==> src/rtl/hilo_mult_if.sv <==
// Request/response bundle between ID/EX control and the HI/LO multiply sequencer.
// The master side is the pipeline; the slave side is hilo_mult_ctrl.
interface hilo_mult_if;
  logic        start;
  logic [2:0]  op;
  logic [31:0] rs;
  logic [31:0] rt;
  logic [31:0] hi_in;
  logic [31:0] lo_in;
  logic        mf_req;
  logic        busy;
  logic        done;
  logic        stall;
  logic [63:0] product;
  logic [3:0]  hi_en;
  logic [3:0]  lo_en;

  modport master (
    output start, op, rs, rt, hi_in, lo_in, mf_req,
    input  busy, done, stall, product, hi_en, lo_en
  );

  modport slave (
    input  start, op, rs, rt, hi_in, lo_in, mf_req,
    output busy, done, stall, product, hi_en, lo_en
  );
endinterface

==> src/rtl/hilo_mult_ctrl.sv <==
// Iterative shift-add 32x32 multiply / MADD / MSUB / MTHI / MTLO sequencer driving HI/LO enables.
// Optional macro MUL_EARLY_TERM_EN ends the MUL phase once the remaining multiplier is zero.
module hilo_mult_ctrl #(
  parameter int unsigned BITS_PER_CYC = 1
) (
  input  logic        clk_i,
  input  logic        rst_i,
  hilo_mult_if.slave  bus
);

  localparam int unsigned MUL_CYCLES = 32 / BITS_PER_CYC;
  localparam logic [5:0]  LAST_CNT   = 6'(MUL_CYCLES - 1);

  localparam logic [2:0] OP_MULT  = 3'd0;
  localparam logic [2:0] OP_MULTU = 3'd1;
  localparam logic [2:0] OP_MADD  = 3'd2;
  localparam logic [2:0] OP_MSUB  = 3'd3;
  localparam logic [2:0] OP_MTHI  = 3'd4;
  localparam logic [2:0] OP_MTLO  = 3'd5;

  typedef enum logic [1:0] {IDLE, MUL, WRITE} state_e;

  state_e      state_q;
  logic [2:0]  op_q;
  logic        sign_q;
  logic [31:0] mplier_q;
  logic [63:0] mcand_q;
  logic [63:0] acc_q;
  logic [63:0] hilo_q;
  logic [5:0]  cnt_q;
  logic        done_q;
  logic [63:0] product_q;
  logic [3:0]  hi_en_q;
  logic [3:0]  lo_en_q;

  logic        signed_op;
  logic [31:0] rs_mag;
  logic [31:0] rt_mag;
  logic [63:0] partial;
  logic [63:0] acc_d;
  logic [31:0] mplier_d;
  logic [63:0] mcand_d;
  logic [63:0] prod;
  logic [63:0] result_d;
  logic        mul_last;

  // Signed ops multiply magnitudes; |0x80000000| = 2^31 still fits 32 unsigned bits.
  assign signed_op = (bus.op != OP_MULTU);
  assign rs_mag    = (signed_op && bus.rs[31]) ? -bus.rs : bus.rs;
  assign rt_mag    = (signed_op && bus.rt[31]) ? -bus.rt : bus.rt;

  // NOTE: every signal assigned in always_comb gets a default first, so no latch can be inferred.
  always_comb begin
    partial  = mcand_q * 64'(mplier_q[BITS_PER_CYC-1:0]);
    acc_d    = acc_q + partial;
    mplier_d = mplier_q >> BITS_PER_CYC;
    mcand_d  = mcand_q << BITS_PER_CYC;
    prod     = sign_q ? -acc_d : acc_d;
    result_d = prod;
    case (op_q)
      OP_MADD: result_d = hilo_q + prod;
      OP_MSUB: result_d = hilo_q - prod;
      default: result_d = prod;
    endcase
`ifdef MUL_EARLY_TERM_EN
    mul_last = (cnt_q == LAST_CNT) || (mplier_d == '0);
`else
    mul_last = (cnt_q == LAST_CNT);
`endif
  end

  // NOTE: sequential state uses non-blocking assignments so every register samples pre-edge values.
  always_ff @(posedge clk_i or posedge rst_i) begin
    if (rst_i) begin
      state_q   <= IDLE;
      op_q      <= '0;
      sign_q    <= 1'b0;
      mplier_q  <= '0;
      mcand_q   <= '0;
      acc_q     <= '0;
      hilo_q    <= '0;
      cnt_q     <= '0;
      done_q    <= 1'b0;
      product_q <= '0;
      hi_en_q   <= '0;
      lo_en_q   <= '0;
    end else begin
      // Write-cycle outputs are single-cycle pulses unless re-armed below.
      done_q    <= 1'b0;
      product_q <= '0;
      hi_en_q   <= '0;
      lo_en_q   <= '0;
      case (state_q)
        IDLE: begin
          if (bus.start) begin
            case (bus.op)
              OP_MULT, OP_MULTU, OP_MADD, OP_MSUB: begin
                state_q  <= MUL;
                op_q     <= bus.op;
                sign_q   <= signed_op & (bus.rs[31] ^ bus.rt[31]);
                mplier_q <= rt_mag;
                mcand_q  <= {32'b0, rs_mag};
                acc_q    <= '0;
                hilo_q   <= {bus.hi_in, bus.lo_in};
                cnt_q    <= '0;
              end
              OP_MTHI: begin
                state_q   <= WRITE;
                op_q      <= bus.op;
                product_q <= {32'b0, bus.rs};
                hi_en_q   <= 4'd2;
                done_q    <= 1'b1;
              end
              OP_MTLO: begin
                state_q   <= WRITE;
                op_q      <= bus.op;
                product_q <= {32'b0, bus.rs};
                lo_en_q   <= 4'd2;
                done_q    <= 1'b1;
              end
              default: state_q <= IDLE;
            endcase
          end
        end
        MUL: begin
          acc_q    <= acc_d;
          mplier_q <= mplier_d;
          mcand_q  <= mcand_d;
          cnt_q    <= cnt_q + 6'd1;
          if (mul_last) begin
            state_q   <= WRITE;
            product_q <= result_d;
            hi_en_q   <= 4'd3;
            lo_en_q   <= 4'd2;
            done_q    <= 1'b1;
          end
        end
        WRITE:   state_q <= IDLE;
        default: state_q <= IDLE;
      endcase
    end
  end

  assign bus.busy    = (state_q != IDLE);
  assign bus.stall   = bus.mf_req & bus.busy;
  assign bus.done    = done_q;
  assign bus.product = product_q;
  assign bus.hi_en   = hi_en_q;
  assign bus.lo_en   = lo_en_q;

endmodule

==> src/flat_wrapper.sv <==
// flat-port wrapper written by rule: the top's interface ports become plain ports
module hilo_mult_ctrl_flat 
#(
  parameter int unsigned BITS_PER_CYC = 1
)
  (clk_i, rst_i, bus_start, bus_op, bus_rs, bus_rt, bus_hi_in, bus_lo_in, bus_mf_req, bus_busy, bus_done, bus_stall, bus_product, bus_hi_en, bus_lo_en);
  hilo_mult_if bus_i ();
  input  logic clk_i;
  input  logic rst_i;
  input wire logic [$bits(bus_i.start)-1:0] bus_start;
  input wire logic [$bits(bus_i.op)-1:0] bus_op;
  input wire logic [$bits(bus_i.rs)-1:0] bus_rs;
  input wire logic [$bits(bus_i.rt)-1:0] bus_rt;
  input wire logic [$bits(bus_i.hi_in)-1:0] bus_hi_in;
  input wire logic [$bits(bus_i.lo_in)-1:0] bus_lo_in;
  input wire logic [$bits(bus_i.mf_req)-1:0] bus_mf_req;
  output wire logic [$bits(bus_i.busy)-1:0] bus_busy;
  output wire logic [$bits(bus_i.done)-1:0] bus_done;
  output wire logic [$bits(bus_i.stall)-1:0] bus_stall;
  output wire logic [$bits(bus_i.product)-1:0] bus_product;
  output wire logic [$bits(bus_i.hi_en)-1:0] bus_hi_en;
  output wire logic [$bits(bus_i.lo_en)-1:0] bus_lo_en;
  assign bus_i.start = bus_start;
  assign bus_i.op = bus_op;
  assign bus_i.rs = bus_rs;
  assign bus_i.rt = bus_rt;
  assign bus_i.hi_in = bus_hi_in;
  assign bus_i.lo_in = bus_lo_in;
  assign bus_i.mf_req = bus_mf_req;
  assign bus_busy = bus_i.busy;
  assign bus_done = bus_i.done;
  assign bus_stall = bus_i.stall;
  assign bus_product = bus_i.product;
  assign bus_hi_en = bus_i.hi_en;
  assign bus_lo_en = bus_i.lo_en;
  hilo_mult_ctrl #(.BITS_PER_CYC(BITS_PER_CYC)) u_core (.clk_i(clk_i), .rst_i(rst_i), .bus(bus_i));
endmodule
==> config.mk <==
export PLATFORM = sky130hd
export DESIGN_NAME = hilo_mult_ctrl_flat
export DESIGN_NICKNAME = d
export VERILOG_FILES = /design/src/rtl/hilo_mult_if.sv /design/src/rtl/hilo_mult_ctrl.sv /design/src/flat_wrapper.sv
export SDC_FILE = /design/constraint.sdc
export NUM_CORES = 1
export LEC_CHECK = 0
export ABC_CLOCK_PERIOD_IN_PS = 11800
export CORE_UTILIZATION = 51
export CTS_BUF_LIST = sky130_fd_sc_hd__clkbuf_8
export DETAILED_ROUTE_END_ITERATION = 6
export DONT_BUFFER_PORTS = 1
export PLACE_DENSITY = 0.76
export SETUP_SLACK_MARGIN = 0.05
export SLEW_MARGIN = 20
export SYNTH_ARGS = -nofsm -noshare
export SYNTH_HDL_FRONTEND = slang
export SYNTH_SLANG_ARGS = --single-unit
==> constraint.sdc <==
create_clock -name clk_i -period 11.8 [get_ports clk_i]
set_clock_uncertainty 0.15 [all_clocks]
set_input_delay 2.36 -clock clk_i [delete_from_list [all_inputs] [get_ports clk_i]]
set_output_delay 2.36 -clock clk_i [all_outputs]
set_load 0.005 [all_outputs]
Word-level counts from Yosys, hierarchy flattened

Cells that the tools add are included.

Register bits after elaboration: 309
Input port bits: 135
Output and inout bits: 75
Word-level logic and storage cells: 85

Add/sub/neg operators: 7
Multiply operators: 1
Eq/ne operators: 13
Mux-type cells: 36
Bitwise operators: 3
Reductions and logical operators: 13

Operators by type and width:

| cell                                                                  | number |
|---|---|
| 64-bit case mux with 2 select lines                                   | 4 |
| 64-bit 2-to-1 mux                                                     | 7 |
| 32-bit 2-to-1 mux                                                     | 5 |
| 64-bit adder                                                          | 2 |
| 64-bit by 1-bit multiplier with 64-bit output                         | 1 |
| 32-bit negator                                                        | 2 |
| 64-bit negator                                                        | 1 |
| 32-bit case mux with 2 select lines                                   | 1 |
| 64-bit subtractor                                                     | 1 |
| 4-bit case mux with 2 select lines                                    | 2 |
| 3-bit by 2-bit equality test with 1-bit output, second input constant | 4 |
| 2-bit 2-to-1 mux                                                      | 6 |
| 6-bit 2-to-1 mux                                                      | 2 |
| 6-bit case mux with 2 select lines                                    | 1 |
| 3-bit AND reduction                                                   | 3 |
| 4-bit 2-to-1 mux                                                      | 2 |
| 2-bit case mux with 2 select lines                                    | 2 |
| 6-bit by 1-bit adder with 6-bit output, second input constant         | 1 |
| 3-bit equality test, second input constant                            | 2 |
| 6-bit by 5-bit equality test with 1-bit output, second input constant | 1 |
| 6-bit OR reduction                                                    | 1 |
| 2-bit inequality test, second input constant                          | 2 |
| 2-bit nonzero test                                                    | 2 |
| 4-bit OR reduction                                                    | 1 |
| other kinds (13)                                                      | 17 |

Logic depth before layout (Yosys ltp)

Gate-level depths: netlist of run 1.

Depth in word-level cells: 8
Gate-level depth with buffers: 37
Gate-level depth less buffers: 35

Least setup slack after synthesis of run 1

Ideal clock, no wire load.

Path kind: reg2reg
Start: reg u_core.mplier_q[0]
End: reg u_core.product_q[63], in the netlist u_core.bus.product[63]
Library setup time: 79 ps
Data arrival time: 8,558 ps
Required time: 11,571 ps
Path slack: 3,013 ps
Cell stages (with the launch flop): 34
Path buffers: 5
Clock period less this slack: 8,787 ps
Cell sequence: dfrtp_1 > clkbuf_1 > clkbuf_1 > and2_1 > ha_1 > fa_1 > a211oi_1 > o21ai_1 > and3_1 > a211o_1 > xnor2_2 > o2111ai_4 > or4_1 > clkbuf_1 > or4_1 > buf_2 > o41ai_1 > xnor2_1 > nand4_1 > or3b_1 > or3_1 > clkbuf_2 > o41ai_1 > xor2_1 > ha_1 > and3_1 > nand4_1 > nor4_1 > o211ai_1 > and2_1 > and4b_1 > a2111o_1 > nor4b_2 > mux2i_1

Longest elaborated chain between the ends: 8
Elaborated cells between the ends (all ways): 9
Those cells by class: 4 x add/sub; 1 x mul; 4 x mux

Ends and longest elaborated chain:

| what                                              | RTL line                                   | RTL |
|---|---|---|
| from (decl)                                       | hilo_mult_ctrl.sv:26                       | `logic [31:0] mplier_q;` |
| from (signal assigned)                            | hilo_mult_ctrl.sv:101                      | `mplier_q <= rt_mag;` |
| from (signal assigned)                            | hilo_mult_ctrl.sv:127                      | `mplier_q <= mplier_d;` |
| 64-bit by 1-bit multiplier with 64-bit output *   | hilo_mult_ctrl.sv:54                       | `partial = mcand_q * 64'(mplier_q[BITS_PER_CYC-1:0]);` |
| 64-bit adder *                                    | hilo_mult_ctrl.sv:55                       | `acc_d = acc_q + partial;` |
| 64-bit negator                                    | hilo_mult_ctrl.sv:58                       | `prod = sign_q ? -acc_d : acc_d;` |
| 64-bit 2-to-1 mux *                               | hilo_mult_ctrl.sv:58                       |  |
| 64-bit subtractor or 64-bit adder (tied branches) | hilo_mult_ctrl.sv:62, hilo_mult_ctrl.sv:61 |  |
| 64-bit case mux with 2 select lines *             | hilo_mult_ctrl.sv:60                       | `case (op_q)` |
| 64-bit 2-to-1 mux *                               | hilo_mult_ctrl.sv:130                      | `if (mul_last) begin` |
| 64-bit case mux with 2 select lines *             | hilo_mult_ctrl.sv:93                       | `case (state_q)` |
| to (signal assigned)                              | hilo_mult_ctrl.sv:110                      | `product_q <= {32'b0, bus.rs};` |
| to (signal assigned)                              | hilo_mult_ctrl.sv:117                      | `product_q <= {32'b0, bus.rs};` |
| to (signal assigned)                              | hilo_mult_ctrl.sv:132                      | `product_q <= result_d;` |
| to (decl)                                         | hilo_mult_ctrl.sv:32                       | `logic [63:0] product_q;` |

Every way passes the cells marked *; elsewhere a longest branch is shown, timed or not.
A chain may end at the register's enable or synchronous reset.

Worst setup path in the final report of run 1

Same ends and word-level chain as after synthesis.

==> flow_summary.json, run 1 <==
{
  "portBuffers": 0,
  "layout_commonest_cell": "nand2_1",
  "hold_buffers": 0,
  "syn_inst": 3116,
  "cts_buffer_depth": 3,
  "clkTransAtPathRegs_ns": 0.07,
  "rows": 80,
  "die_w_um": 223,
  "grt_max_degree": 101,
  "core_area_mm2": 0.0479,
  "cts_tree": "built",
  "drtIter0Drc": 2033,
  "place.gp.congestion": 1.01,
  "cell_internal_pwr_mw": 4.29,
  "synthSimpleGateAreaFrac": 0.220,
  "synthArstFlopShare": 1.00,
  "first_pass_iters": 5,
  "ir_drop_mv": 0.352,
  "grt_pass1_wl_mm": 127,
  "drtAntennaViolNets": 0,
  "power.leakage_nw": 11.9,
  "setup_tns_ns": 0,
  "synth-compound-area-share": 0.264,
  "synthDistinctLibCells": 95,
  "avgViaCountPerCell": 6.51,
  "cts_num_sinks": 304,
  "setup_violations": 0,
  "antenna_found_initial": 2,
  "drc": 0,
  "tightest_slew_ns": 1.14,
  "fin_crit_sh": 0.898,
  "io_pins": 210,
  "place_hpwl_mm": 60.1,
  "pwr-share-seq": 0.182,
  "combPwrFrac": 0.690,
  "root_buffer": "clkbuf_8",
  "synthXorXnorAreaFrac": 0.0999,
  "grt.overflow.total": 0,
  "period_minus_slack_ns": 10.60,
  "drive_above_1_share": 0.0547,
  "rsz0062_at_grt": "false",
  "layout_common_cells": "nand2_1 (457), dfrtp_1 (303), o21ai_0 (273), nor2_1 (219), a21oi_1 (215)",
  "hold_path.class": "reg -> reg",
  "ys.flop_type": "dfrtp_1",
  "slew_headroom": 0.238,
  "drv_slew": 0,
  "grt_pass1_vias": 23500,
  "fmax_mhz": 94.3,
  "die_y_um": 223,
  "required_ns": 12.25,
  "hold_viol_final": 0,
  "area_delta_synth_final_pct": 6.48,
  "cp_common_cell": "and2_1",
  "synthesis.area_mm2": 0.0249,
  "cap_violations": 0,
  "worstSetupPathType": "reg -> reg",
  "crit_path_end_kind": "flop",
  "synth-seq-cells": 304,
  "ctsHtreeMaxLevel": 2,
  "nNetsFinal": 3297,
  "outcome": "complete, no violations",
  "pwr-share-clk": 0.128,
  "powerDensity_mw_per_mm2": 335,
  "totalWireLength_mm": 80.4,
  "cts_made_buffers": 54,
  "final_area_mm2": 0.0265,
  "synth_mux_area_frac": 0.00579,
  "place_area_mm2": 0.0252,
  "arrival_ns": 11.05,
  "worst_path_largest_cell_delay_ns": 0.81,
  "cts_setup_buffers": 0,
  "worst_setup_path_start_kind": "flop",
  "num_vias": 24000,
  "synth-edff-count": 0,
  "power.switching_fraction": 0.515,
  "start_util": 0.518,
  "cpMaxStageDelayCell": "nor4b_1",
  "syn_avg_cell_area_um2": 7.98,
  "switching_power_mw": 4.56,
  "worstSkewPairLatency_ns": 0.68,
  "synth_sequential_area_ratio": 0.306,
  "cts_resized": 0,
  "yosysWarnings": 0,
  "dieArea_mm2": 0.0496,
  "diodes": 0,
  "yosys.area_share.adder": 0.0676,
  "grt_util_all_layers": 0.321,
  "path_max_fanout": 21,
  "wl_per_cell_um": 21.8,
  "synth_top_family_by_area": "compound AO/OA/AOI/OAI gates",
  "fillers": 4543
}
## cell families after synthesis
kind of cell / after synthesis
AOI/OAI and AO/OA: 997
muxes: 14
adders and majority gates: 133
other: 1
xor gates and xnor gates: 281
buffers and inverters: 237
DFF: 304
and+or+nand+nor: 1149
## per-stage QoR
step	total power [mW]	cells	setup slack, ns	hold WS (ns)	util
4_1_cts	8.76	3685	1.44	0.342	0.552
5_1_grt	9.54	3685	0.518	0.359	0.552
6_report	8.86	3685	1.20	0.335	0.552
3_5_place_dp	7.57	3588	1.47	0.326	0.526
3_3_place_gp	7.41	3587	1.75	0.318	0.525
2_1_floorplan	6.16	3120	0.887	0.301	-
## worst max-delay path, delay by kind of cell (launching register included)
family                   cells  cell delay [ns]
AO/OA/AOI/OAI               11             3.34
XOR/XNOR                     2             0.71
adder cells (fa/ha/maj)      3             1.09
flip-flops                   1             0.61
multiplexers                 1             0.21
AND/OR/NAND/NOR             14             4.40
## registers in the layout, summed over array words and instances (netlist names)
signal / count
u_core.bus.hi_en: 2
u_core.op_q: 3
u_core.acc_q: 64
u_core.cnt_q: 6
u_core.hilo_q: 64
u_core.sign_q: 1
u_core.bus.done: 1
u_core.mcand_q: 64
u_core.state_q: 2
u_core.bus.lo_en: 1
u_core.mplier_q: 32
u_core.bus.product: 64
## per-layer routing
layer  up-vias  GRT usage  wire [µm]
li1      11200          -          -
met1     11500      0.383      31900
met2      1040      0.536      37700
met3       284     0.0603       5680
met4         4      0.196       5120
met5         -          0         26
## path summary, 6_finish.rpt
check	start	end	slack, ns	depth (start not counted)
min in group asynchronous	rst_i	u_core.mcand_q[51]	1.50	1
min reg2reg	u_core.acc_q[51]	u_core.acc_q[51]	0.34	2
max in group asynchronous	rst_i	u_core.hilo_q[6]	7.77	3
max reg2reg	u_core.mplier_q[0]	u_core.bus.product[63]	1.20	31
min	u_core.acc_q[51]	u_core.acc_q[51]	0.34	2
max	u_core.mplier_q[0]	u_core.bus.product[63]	1.20	31
## power by group through the flow
stage / logic (mW) / registers (mW) / clock network [mW]
2_1_floorplan: 4.66 / 1.51 / 0
3_3_place_gp: 5.80 / 1.62 / 0
3_5_place_dp: 5.95 / 1.62 / 0
4_1_cts: 6.00 / 1.61 / 1.16
5_1_grt: 6.70 / 1.64 / 1.20
6_report: 6.11 / 1.61 / 1.13
## synth_stat cells, drive strengths merged, types with 8 or more instances
cell,count,area share
nand2,458,0.069
dfrtp,304,0.31
o21ai,280,0.057
nor2,220,0.033
a21oi,217,0.044
xnor2,165,0.059
clkbuf,150,0.023
ha,131,0.066
xor2,116,0.041
and2,95,0.024
a21o,65,0.020
nand3,65,0.013
inv,64,0.0097
nor3,63,0.013
a22o,62,0.022
a22oi,60,0.018
a211oi,47,0.014
nand4,46,0.012
o31ai,36,0.011
nor4,31,0.0078
and3,29,0.0073
nand2b,29,0.0073
a31oi,28,0.0070
or3,27,0.0070
o21bai,26,0.0079
o211ai,23,0.0069
buf,22,0.0044
nor2b,21,0.0053
o41ai,20,0.0074
o21a,17,0.0051
or2,14,0.0035
or4,13,0.0041
mux2i,11,0.0044
a211o,10,0.0035
a41oi,10,0.0035
and4,9,0.0032
nand4b,8,0.0028
o2111ai,8,0.0035
o211a,8,0.0032
## layout make-up
cell class,count,area [µm²],area share
Clock buffer,71,977,0.0369
Clock inverter,26,259,0.00979
Inverter,65,251,0.00950
Multi-Input combinational cell,2579,16400,0.619
Sequential cell,304,7610,0.288
Tap cell,615,769,0.0291
Timing Repair Buffer,25,208,0.00785
Power figures use the tool's default switching activity.
==> run 2: changes to the inputs <==
Settings changed: REMOVE_ABC_BUFFERS set to 1.
==> run 2 against run 1 <==
Effect of this change:
- maximum frequency increased by 0.80%
- global-route usage decreased by 0.95 points
- cell area about the same
- register-to-register slack improved by 0.08 ns
- critical path depth increased by 1
- routed wire length decreased by 2.5%
- first-iteration DRC count increased by 8.6%
- combinational power increased by 0.7%
- utilization about the same
- clock power decreased by 4%
- critical endpoint unchanged
==> flow_summary.json, run 2 (synthesis gave the netlist of run 1 again) <==
{
  "outcome": "complete, no violations",
  "arrival_ns": 10.92,
  "totalWireLength_mm": 78.4,
  "fmax_mhz": 95.1,
  "place_area_mm2": 0.0252,
  "r2r-start": "u_core.mplier_q[0]",
  "num_vias": 23900,
  "ctsHtreeMaxLevel": 2,
  "power.switching_fraction": 0.521,
  "drive_above_1_share": 0.0534,
  "period_minus_slack_ns": 10.51,
  "layout_common_cells": "nand2_1 (457), dfrtp_1 (303), o21ai_0 (274), nor2_1 (219), a21oi_1 (215)",
  "path_buf_inv": 0,
  "dieArea_mm2": 0.0496,
  "post-place-ws_ns": 1.67,
  "combPwrFrac": 0.694,
  "hold_buffers": 0,
  "hold_path.class": "reg -> reg",
  "grt_max_degree": 99,
  "drtAntennaViolNets": 0,
  "power.leakage_nw": 11.9,
  "cap_violations": 0,
  "die_y_um": 223,
  "final_area_mm2": 0.0264,
  "start_util": 0.518,
  "die_w_um": 223,
  "cp_num_cells": 32,
  "powerDensity_mw_per_mm2": 335,
  "clkTransAtPathRegs_ns": 0.06,
  "root_buffer": "clkbuf_8",
  "switching_power_mw": 4.62,
  "fin_crit_sh": 0.891,
  "cts_tree": "built",
  "area_delta_synth_final_pct": 6.40,
  "nNetsFinal": 3297,
  "fin_ws_ns": 1.29,
  "worstHoldStart": "u_core.acc_q[56]",
  "wl_per_cell_um": 21.2,
  "hold_depth": 2,
  "hold_viol_final": 0,
  "drtIter0Drc": 2207,
  "place_hpwl_mm": 59.6,
  "final_util": 0.552,
  "cpMaxStageDelayCell": "a2111oi_0",
  "cell_internal_pwr_mw": 4.25,
  "rows": 80,
  "worst_setup_path_start_kind": "flop",
  "cp_common_cell": "a21o_1",
  "crit_path_end_kind": "flop",
  "rsz0062_at_grt": "false",
  "cts_buffer_depth": 3,
  "grt_util_all_layers": 0.311,
  "ir_drop_mv": 0.168,
  "place.gp.congestion": 1.03,
  "cts_setup_buffers": 0,
  "hold_ws_ns": 0.339,
  "drv_slew": 0,
  "diodes": 0,
  "reg2reg_depth": 32,
  "cts_num_sinks": 304,
  "setup_violations": 0,
  "worstSkewPairLatency_ns": 0.68,
  "startpoint": "u_core.mplier_q[0]",
  "layout_commonest_cell": "nand2_1",
  "fillers": 4504,
  "cts_resized": 0,
  "antenna_found_initial": 2,
  "pwr-share-seq": 0.183,
  "drc": 0,
  "pwr-share-clk": 0.123,
  "cts_made_buffers": 53,
  "required_ns": 12.21,
  "first_pass_iters": 6,
  "grt_pass1_vias": 23700,
  "critPathTopFamily": "compound AO/OA/AOI/OAI gates",
  "slew_headroom": 0.221,
  "io_pins": 210,
  "core_area_mm2": 0.0479,
  "grt_pass1_wl_mm": 125,
  "worstSetupPathType": "reg -> reg",
  "grt.overflow.total": 0,
  "portBuffers": 0,
  "avgViaCountPerCell": 6.47,
  "setup_tns_ns": 0,
  "worst_path_largest_cell_delay_ns": 0.94,
  "tightest_slew_ns": 1.16,
  "path_max_fanout": 23
}
==> run 2: worst register-to-register path: cells and delay by family (launching register included) <==
family / cells / cell delay (ns)
AO/OA/AOI/OAI: 16 / 4.42
XOR/XNOR: 2 / 0.76
adder cells (fa/ha/maj): 3 / 1.07
flip-flops: 1 / 0.71
multiplexers: 1 / 0.21
AND/OR/NAND/NOR: 10 / 3.12
==> run 2: final timing paths <==
| path | slack (ns) | endpoint |
|---|---|---|
| worst max register to register | 1.29 | u_core.bus.product[63] |
| min in group asynchronous | 1.49 | u_core.mcand_q[2] |
| max in group asynchronous | 7.77 | u_core.hilo_q[51] |
| worst min-delay path | 0.34 | u_core.acc_q[56] |
| worst min register to register | 0.34 | u_core.acc_q[56] |
| worst max-delay path | 1.29 | u_core.bus.product[63] |
==> run 2: final cells by class <==
class	instances	area, µm²	share of cell area
clock buffers	64	881	0.0333
multi-input cells	2579	16400	0.621
inverters	65	251	0.00951
repair buffers	26	208	0.00785
well taps	615	769	0.0291
flip-flops and latches	304	7610	0.288
clock inverters	35	314	0.0119
==> run 2: per-stage QoR <==
step | instances | power, mW
floorplan | 2948 | 6.10
global placement | 3588 | 7.49
detailed placement | 3588 | 7.62
CTS | 3687 | 8.75
global route | 3688 | 9.54
finish | 3688 | 8.87
==> run 2: power by group through the flow <==
| stage | registers, mW | logic [mW] | clock network, mW |
|---|---|---|---|
| after floorplan | 1.54 | 4.57 | 0 |
| after global placement | 1.62 | 5.87 | 0 |
| after detailed placement | 1.63 | 5.99 | 0 |
| after CTS | 1.61 | 6.03 | 1.11 |
| after global routing | 1.65 | 6.73 | 1.16 |
| final | 1.62 | 6.15 | 1.09 |
==> run 2: layer usage <==
metal	up-vias	share of wire	track usage
li1	11100	-	-
met3	293	0.065	0.0504
met1	11500	0.41	0.380
met5	-	0.00017	0
met2	971	0.47	0.526
met4	2	0.056	0.168
